`src/rtl/encrypt_pipe.sv`:
```
// encrypt_pipe: byte encryption pipeline (classify -> Caesar shift -> rotating-key XOR).
// The input byte is registered first, then it passes through the classify, shift and XOR
// stages, so a byte sampled with en at edge N shows up on v/dout after edge N+3.
//
// Ports:
//   clk                 rising-edge clock
//   rst                 asynchronous active-high reset
//   en, din[7:0]        plaintext byte and its valid strobe
//   k1, k2, k3 [7:0]    XOR keys, sampled by the XOR stage
//   rot_freq[2:0]       bytes per key before rotating, 0 = k1 only
//   shift_en            enable alphabetic shift (sampled by the shift stage)
//   shift_amt[2:0]      shift distance 0..7
//   mode                0 = shift forward, 1 = shift backward
//   v, dout[7:0]        ciphertext byte and its valid strobe; dout holds when v = 0
//
// Configuration macro: ENCRYPT_KEY_ROT_EN
//   defined     -> k1/k2/k3 rotation driven by rot_freq
//   not defined -> every byte is XORed with k1, rot_freq ignored
module encrypt_pipe (
  input  logic       clk,
  input  logic       rst,
  input  logic       en,
  input  logic [7:0] din,
  input  logic [7:0] k1,
  input  logic [7:0] k2,
  input  logic [7:0] k3,
  input  logic [2:0] rot_freq,
  input  logic       shift_en,
  input  logic [2:0] shift_amt,
  input  logic       mode,
  output logic       v,
  output logic [7:0] dout
);

  // Input capture
  logic       s0_valid_q, s0_valid_d;
  logic [7:0] s0_data_q, s0_data_d;
  // Classify stage
  logic       s1_valid_q, s1_valid_d;
  logic [7:0] s1_data_q, s1_data_d;
  logic       s1_upper_q, s1_upper_d;
  logic       s1_lower_q, s1_lower_d;
  // Shift stage
  logic       s2_valid_q, s2_valid_d;
  logic [7:0] s2_data_q, s2_data_d;
  // XOR stage / outputs
  logic       v_q, v_d;
  logic [7:0] dout_q, dout_d;

  logic [7:0] fwd_sum, back_diff, shifted;
  logic [7:0] key_sel;

  always_comb begin
    s0_valid_d = en;
    s0_data_d  = en ? din : s0_data_q;

    s1_valid_d = s0_valid_q;
    s1_data_d  = s1_data_q;
    s1_upper_d = s1_upper_q;
    s1_lower_d = s1_lower_q;
    if (s0_valid_q) begin
      s1_data_d  = s0_data_q;
      s1_upper_d = (s0_data_q >= 8'h41) && (s0_data_q <= 8'h5a);
      s1_lower_d = (s0_data_q >= 8'h61) && (s0_data_q <= 8'h7a);
    end
  end

  // Shift stays inside the byte's own case range; amt <= 7 keeps the 8-bit math in range.
  always_comb begin
    fwd_sum   = s1_data_q + {5'd0, shift_amt};
    back_diff = s1_data_q - {5'd0, shift_amt};
    shifted   = s1_data_q;
    if (shift_en && (s1_upper_q || s1_lower_q)) begin
      if (!mode) begin
        shifted = fwd_sum;
        if (fwd_sum > (s1_upper_q ? 8'h5a : 8'h7a)) shifted = fwd_sum - 8'd26;
      end else begin
        shifted = back_diff;
        if (back_diff < (s1_upper_q ? 8'h41 : 8'h61)) shifted = back_diff + 8'd26;
      end
    end
    s2_valid_d = s1_valid_q;
    s2_data_d  = s1_valid_q ? shifted : s2_data_q;
  end

`ifdef ENCRYPT_KEY_ROT_EN
  typedef enum logic [1:0] {KeyK1, KeyK2, KeyK3} key_ptr_e;
  key_ptr_e   ptr_q, ptr_d;
  logic [2:0] cnt_q, cnt_d;

  always_comb begin
    ptr_d   = ptr_q;
    cnt_d   = cnt_q;
    key_sel = k1;
    if (rot_freq != 3'd0) begin
      unique case (ptr_q)
        KeyK2:   key_sel = k2;
        KeyK3:   key_sel = k3;
        default: key_sel = k1;
      endcase
    end
    // Pointer/count only move on valid bytes; >= lets a lowered rot_freq rotate at once.
    if (s2_valid_q) begin
      if (rot_freq == 3'd0) begin
        ptr_d = KeyK1;
        cnt_d = 3'd0;
      end else if (cnt_q >= rot_freq - 3'd1) begin
        cnt_d = 3'd0;
        unique case (ptr_q)
          KeyK1:   ptr_d = KeyK2;
          KeyK2:   ptr_d = KeyK3;
          default: ptr_d = KeyK1;
        endcase
      end else begin
        cnt_d = cnt_q + 3'd1;
      end
    end
  end

  always_ff @(posedge clk or posedge rst) begin
    if (rst) begin
      ptr_q <= KeyK1;
      cnt_q <= 3'd0;
    end else begin
      ptr_q <= ptr_d;
      cnt_q <= cnt_d;
    end
  end
`else
  logic unused_rot;
  assign unused_rot = ^{rot_freq, k2, k3};
  assign key_sel    = k1;
`endif

  always_comb begin
    v_d    = s2_valid_q;
    dout_d = s2_valid_q ? (s2_data_q ^ key_sel) : dout_q;
  end

  always_ff @(posedge clk or posedge rst) begin
    if (rst) begin
      s0_valid_q <= 1'b0;
      s0_data_q  <= 8'h00;
      s1_valid_q <= 1'b0;
      s1_data_q  <= 8'h00;
      s1_upper_q <= 1'b0;
      s1_lower_q <= 1'b0;
      s2_valid_q <= 1'b0;
      s2_data_q  <= 8'h00;
      v_q        <= 1'b0;
      dout_q     <= 8'h00;
    end else begin
      s0_valid_q <= s0_valid_d;
      s0_data_q  <= s0_data_d;
      s1_valid_q <= s1_valid_d;
      s1_data_q  <= s1_data_d;
      s1_upper_q <= s1_upper_d;
      s1_lower_q <= s1_lower_d;
      s2_valid_q <= s2_valid_d;
      s2_data_q  <= s2_data_d;
      v_q        <= v_d;
      dout_q     <= dout_d;
    end
  end

  assign v    = v_q;
  assign dout = dout_q;

endmodule
```
`config.mk`:
```
export PLATFORM = sky130hd
export DESIGN_NAME = encrypt_pipe
export DESIGN_NICKNAME = d
export VERILOG_FILES = /design/src/rtl/encrypt_pipe.sv
export SDC_FILE = /design/constraint.sdc
export NUM_CORES = 1
export LEC_CHECK = 0
export ABC_AREA = 1
export BUFFER_PORTS_ARGS = -buffer_cell sky130_fd_sc_hd__buf_2
export CORE_MARGIN = 2
export CORE_UTILIZATION = 46
export DETAILED_ROUTE_END_ITERATION = 8
export GPL_TIMING_DRIVEN = 0
export PLACE_DENSITY_LB_ADDON = 0.2
export SYNTH_ARGS = -nofsm -noshare
export SYNTH_HDL_FRONTEND = slang
export SYNTH_SLANG_ARGS = --single-unit
export TNS_END_PERCENT = 10
```
`constraint.sdc`:
```
create_clock -name clk -period 3.2 [get_ports clk]
set_input_delay 0.32 -clock clk [delete_from_list [all_inputs] [get_ports clk]]
set_output_delay 0.32 -clock clk [all_outputs]
set_load 0.02 [all_outputs]
```
==> results.toml, run 1 <==
[clock_tree]
cts_tree = "built"
cts_max_path_buffers = 2
insertion_delay_ps = 290
cts_buffers = 5
cts.sinks = 38
ctsRootBufferMaster = "clkbuf_8"
cts_setup_buffers = 0
h-tree-depth = 2
clkSlewWorstSetupHoldPaths_ps = 70

[synth]
synth_top_family_by_area = "simple AND/OR/NAND/NOR gates"
yosys.area_share.simple_pct = 32.7
syn-cell-area_mm2 = 0.00273
synth-compound-area-share_pct = 9.85
syn_inst = 362
synth_top_cell_area_share_pct = 34.8
synth_area_leaders = "dfrtp_1, nand2_1, inv_1"
syn-num-nets = 417
synthAdderAreaFrac_pct = 6.05
yosysWarnings = 0
synth_mux_area_share_pct = 1.24
post_synth_num_cell_types = 37
synth_xor_xnor_area_share_pct = 6.37
yosysSeqAreaShare_pct = 34.8
ys_ff_latch = 38
synth_top_area_cell = "dfrtp_1"
syn_area_per_cell_um2 = 7.55

[critical_path]
worstReg2RegStart = "s1_data_q[2]"
path_cells = "ha_1, buf_6, nand2_2, nand2_2, inv_1, nand2_1, o21ai_1, nand2_2, ha_1, inv_1, nor2_1, nand3_1, nor2_2, nor2_4, nand2_1, nand2_1, nand2_1, nand3_1, nand2_1, nand2_1"
timing.rr.end = "s2_data_q[6]"
path_max_fanout = 8
required_ps = 3380
criticalPathCategory = "reg -> reg"
startpoint = "s1_data_q[2]"
reg2reg_slack_ps = 430
cpMaxStageDelayCell = "dfrtp_1"
slowest_delay_ps = 410
cpMostUsedCell = "nand2_1"
cp-end-kind = "flop"
reg2reg_depth = 20
critPathLaunchType = "flop"
worstPathArrival_ps = 2940

[sta]
slew_viol_final = 0
rsz0062_at_grt = "false"
setup_viol = 0
slew_headroom_pct = 49.5
setup_ws_ps = 435
hold_viol_final = 0
max_freq_ghz = 0.362
finalCritPeriodShare_pct = 86.4
tightest_slew_ps = 757
whs_ps = 163
finalSetupTns_ps = 0
fin_crit_ps = 2770
fin_skew_ps = 6.64

[power_and_ir_drop]
net-switching-power_uw = 599
p_seq_share_pct = 38.3
p_leak_uw = 0.00160
power.internal_uw = 945
ir_worst_vdd_mv = 0.417
p_sw_share_pct = 38.8
pwr-share-comb_pct = 40.4
clockPowerShare_pct = 21.3
powerDensity_mw_per_mm2 = 502

[die]
die_h_um = 81.1
rows = 28
initial_core_util_pct = 47.0
dieArea_mm2 = 0.00657
die_w_um = 81.1
core_area_mm2 = 0.00582
pin_count = 52

[layout]
final_common_cell = "nand2_1"
diodes = 0
area.growth.synth_to_final_pct = 12.6
drive_gt1_share_pct = 20.0
num-fill-cells = 598
layout_common_cells = "nand2_1, inv_1, dfrtp_1"
num-nets-final = 455

[route]
drt_iter0_drc = 122
detail-route-antenna-nets = 0
via_per_inst = 4.92
totalWireLength_um = 5790
wl_per_cell_um = 12.2
vias = 2343
dr.pass1.iters = 4
drc_errors = 0

[global_route]
globalRouteOverflowTotal = 0
grt_pass1_vias = 2242
grt_usage_pct = 19.7
grt_max_degree = 39
antenna_found_initial = 0
grt_first_pass_wirelength_um = 9970

[outcome]
outcome = "complete, no violations"

[run]
cap_violations = 0

[placement]
hpwl_um = 4700
place.gp.congestion = 0.856
port_buffers = 31
dp_slack_ps = 326

[worst_hold_path]
hold_class = "in -> async"
-- sequential cells by signal, summed over array words and instances, names as in the netlist --
register and cells:
s2_valid_q 1, dout 8, s2_data_q 8, v 1, s1_valid_q 1, s0_data_q 8
s1_lower_q 1, s1_upper_q 1, s1_data_q 8, s0_valid_q 1
-- logic make-up (layout without fill, tap and decap cells) --
family | count (synthesis) | after routing
simple gates | 195 | 195
buf+inv | 54 | 93
compound gates | 44 | 44
xor+xnor | 16 | 16
flops | 38 | 38
fa+ha+maj | 12 | 12
mux | 3 | 3
-- layer usage --
layer  vias up  wire length (µm)  GRT usage, %
met5         -                 0             0
met2        49              2810          34.6
met1      1061              2610          25.0
li1       1222                 -             -
met3        11               238          2.00
met4         0               129          7.46
-- critical path, delay by kind of cell (launching register included) --
| family | cells | cell delay [ps] |
|---|---|---|
| buffers and inverters | 3 | 240 |
| AO/OA/AOI/OAI | 1 | 190 |
| AND/OR/NAND/NOR | 14 | 1200 |
| flip-flops | 1 | 410 |
| adder cells (fa/ha/maj) | 2 | 620 |
-- Yosys cell counts (all sizes together) --
cell type,n
dfrtp,38
xnor2,8
nand2,134
o21ai,31
ha,10
fa,2
nand3b,2
xor2,8
nor3,1
nand4,4
nand3,34
dlymetal6s2s,1
mux2,3
buf,3
a21boi,1
a21oi,9
clkbuf,3
inv,47
nor4,2
a32o,2
o211ai,1
nor2,18
-- timing repair --
item / CTS / global route
setup endpoints to repair: 0 / 3
hold buffers: 0 / 0
gates resized for setup: 0 / 2
-- stage by stage --
stage	power (µW)	instance area, µm²	utilization [%]	instances
final	1540	3070	52.9	476
after global routing	1680	3070	52.9	476
after CTS	1550	3070	52.8	476
after detailed placement	1220	2980	51.2	468
after global placement	1210	2980	51.2	468
after floorplan	1070	2730	-	362
-- power groups by stage --
stage	combinational, µW	sequential [µW]	clock (µW)
5_1_grt	713	602	361
6_report	623	592	329
3_3_place_gp	608	599	0
4_1_cts	626	592	337
3_5_place_dp	623	601	0
2_1_floorplan	461	614	0
-- worst max-delay path by stage --
stage | endpoint | slack [ps] | depth (start not counted)
finish | s2_data_q[6] | 430 | 20
global route | s2_data_q[6] | 100 | 20
CTS | s2_data_q[6] | 350 | 20
detailed placement | s2_data_q[6] | 330 | 22
global placement | s2_data_q[6] | 370 | 22
floorplan | s2_data_q[5] | 770 | 20
-- cell type report --
cell class	instances	area (µm²)	area share (%)
buffer	7	66.3	2.16
clock buffer	7	86.3	2.81
clock inverter	1	5.00	0.163
inverter	47	179	5.82
multi-input combinational	270	1540	50.0
sequential	38	951	30.9
tap	75	93.8	3.05
timing repair buffer	31	155	5.05
Note: power is estimated with default switching activity, not from simulation.
==> inputs of run 2 (changes only) <==
--- a/config.mk
+++ b/config.mk
@@ -7,7 +7,7 @@
 export LEC_CHECK = 0
 export ABC_AREA = 1
 export BUFFER_PORTS_ARGS = -buffer_cell sky130_fd_sc_hd__buf_2
-export CORE_MARGIN = 2
+export CORE_MARGIN = 3
 export CORE_UTILIZATION = 46
 export DETAILED_ROUTE_END_ITERATION = 8
 export GPL_TIMING_DRIVEN = 0
==> results.toml, run 2 (synthesized netlist as in run 1, its figures left out) <==
[layout]
num-nets-final = 455
diodes = 0
drive_gt1_share_pct = 19.7
final_common_cell = "nand2_1"
area.growth.synth_to_final_pct = 12.3
layout_common_cells = "nand2_1, inv_1, dfrtp_1"
num-fill-cells = 541
final_core_util_pct = 54.4

[global_route]
globalRouteOverflowTotal = 0
grt_usage_pct = 17.3
grt_max_degree = 39
grt_pass1_vias = 2280
antenna_found_initial = 0
grt_first_pass_wirelength_um = 9980

[critical_path]
critPathLaunchType = "flop"
worstPathArrival_ps = 3020
cp-end-kind = "flop"
criticalPathCategory = "reg -> reg"
slowest_delay_ps = 410
reg2reg_depth = 20
path_cells = "ha_1, buf_6, nand2_2, nand2_2, inv_1, nand2_1, o21ai_0, nand2_1, ha_1, inv_1, nor2_1, nand3_1, nor2_2, nor2_4, nand2_1, nand2_1, nand2_1, nand3_1, nand2_1, nand2_1"
timing.rr.end = "s2_data_q[6]"
path_max_fanout = 8
required_ps = 3380
cp_num_buf_inv = 3
cpMostUsedCell = "nand2_1"
cp_top_family = "simple AND/OR/NAND/NOR gates"
cpMaxStageDelayCell = "dfrtp_1"
reg2reg_slack_ps = 360
worstReg2RegStart = "s1_data_q[2]"

[placement]
place.gp.congestion = 0.880
port_buffers = 31
hpwl_um = 4700

[clock_tree]
hold_buffers = 0
cts.sinks = 38
clkSlewWorstSetupHoldPaths_ps = 70
cts_buffers = 5
cts_tree = "built"
cts.repair.resized = 0
h-tree-depth = 2
cts_setup_buffers = 0
ctsRootBufferMaster = "clkbuf_8"
insertion_delay_ps = 290
cts_max_path_buffers = 2

[die]
rows = 27
pin_count = 52
die_w_um = 83.1
die_h_um = 83.1
core_area_mm2 = 0.00564
dieArea_mm2 = 0.00690
initial_core_util_pct = 48.4

[power_and_ir_drop]
clockPowerShare_pct = 21.5
p_leak_uw = 0.00160
ir_worst_vdd_mv = 0.366
net-switching-power_uw = 600
pwr-share-comb_pct = 40.2
p_sw_share_pct = 38.8
post-layout-total-power_uw = 1540
powerDensity_mw_per_mm2 = 503
power.internal_uw = 944
p_seq_share_pct = 38.2

[sta]
slew_headroom_pct = 49.9
fin_crit_ps = 2840
finalCritPeriodShare_pct = 88.6
slew_viol_final = 0
hold_viol_final = 0
rsz0062_at_grt = "false"
setup_viol = 0
max_freq_ghz = 0.353
tightest_slew_ps = 751
fin_skew_ps = 5.92
finalSetupTns_ps = 0

[run]
cap_violations = 0

[route]
vias = 2354
wl_per_cell_um = 12.4
drc_errors = 0
drt_iter0_drc = 117
detail-route-antenna-nets = 0
totalWireLength_um = 5850
dr.pass1.iters = 4
via_per_inst = 4.98

[worst_hold_path]
hold_class = "in -> async"

[outcome]
outcome = "complete, no violations"
-- run 2: per-layer routing --
metal / wire [µm] / up-vias / part of all wire, % / GRT usage (%)
li1: - / 1234 / - / -
met1: 2750 / 1070 / 47 / 22.6
met2: 2760 / 38 / 47 / 30.0
met3: 232 / 12 / 4.0 / 1.88
met4: 108 / 0 / 1.8 / 5.65
met5: 0 / - / 0 / 0
-- run 2: how the worst max path moves through the flow --
stage                      start      endpoint  slack, ps  cells past startpoint
floorplan           s1_data_q[2]  s2_data_q[5]        770                     20
global placement    shift_amt[2]  s2_data_q[6]        360                     22
detailed placement  shift_amt[2]  s2_data_q[6]        330                     22
CTS                 s1_data_q[2]  s2_data_q[6]        370                     20
global route        s1_data_q[2]  s2_data_q[6]         90                     20
finish              s1_data_q[2]  s2_data_q[6]        360                     20
-- run 2: worst reg2reg max path, delay by kind of cell (launching register included) --
kind,cells,cell delay (ps)
and+or+nand+nor,14,1270
adders and majority gates,2,630
DFF,1,410
buffers and inverters,3,240
AOI/OAI and AO/OA,1,160
-- run 2: per-stage QoR --
step                      area (µm²)  instances  hold slack (ps)  worst slack [ps]
after detailed placement        2980        465              374               332
final                           3070        473              160               364
after global routing            3070        473              207              90.1
after CTS                       3070        473              191               367
after floorplan                 2730        362              351               766
after global placement          2980        465              367               361
-- run 2: power groups by stage --
| stage | Combinational, µW | Sequential, µW | Clock, µW |
|---|---|---|---|
| 2_1_floorplan | 461 | 614 | 0 |
| 3_3_place_gp | 610 | 599 | 0 |
| 3_5_place_dp | 623 | 601 | 0 |
| 4_1_cts | 625 | 592 | 340 |
| 5_1_grt | 710 | 600 | 359 |
| 6_report | 621 | 590 | 332 |
-- run 2: layout make-up --
type	instances	area [µm²]	area share, %
buffer	7	66.3	2.16
clock buffer	7	86.3	2.81
clock inverter	1	5.00	0.163
inverter	47	179	5.83
multi-input combinational	270	1540	50.0
sequential	38	951	31.0
tap	72	90.1	2.94
timing repair buffer	31	155	5.06
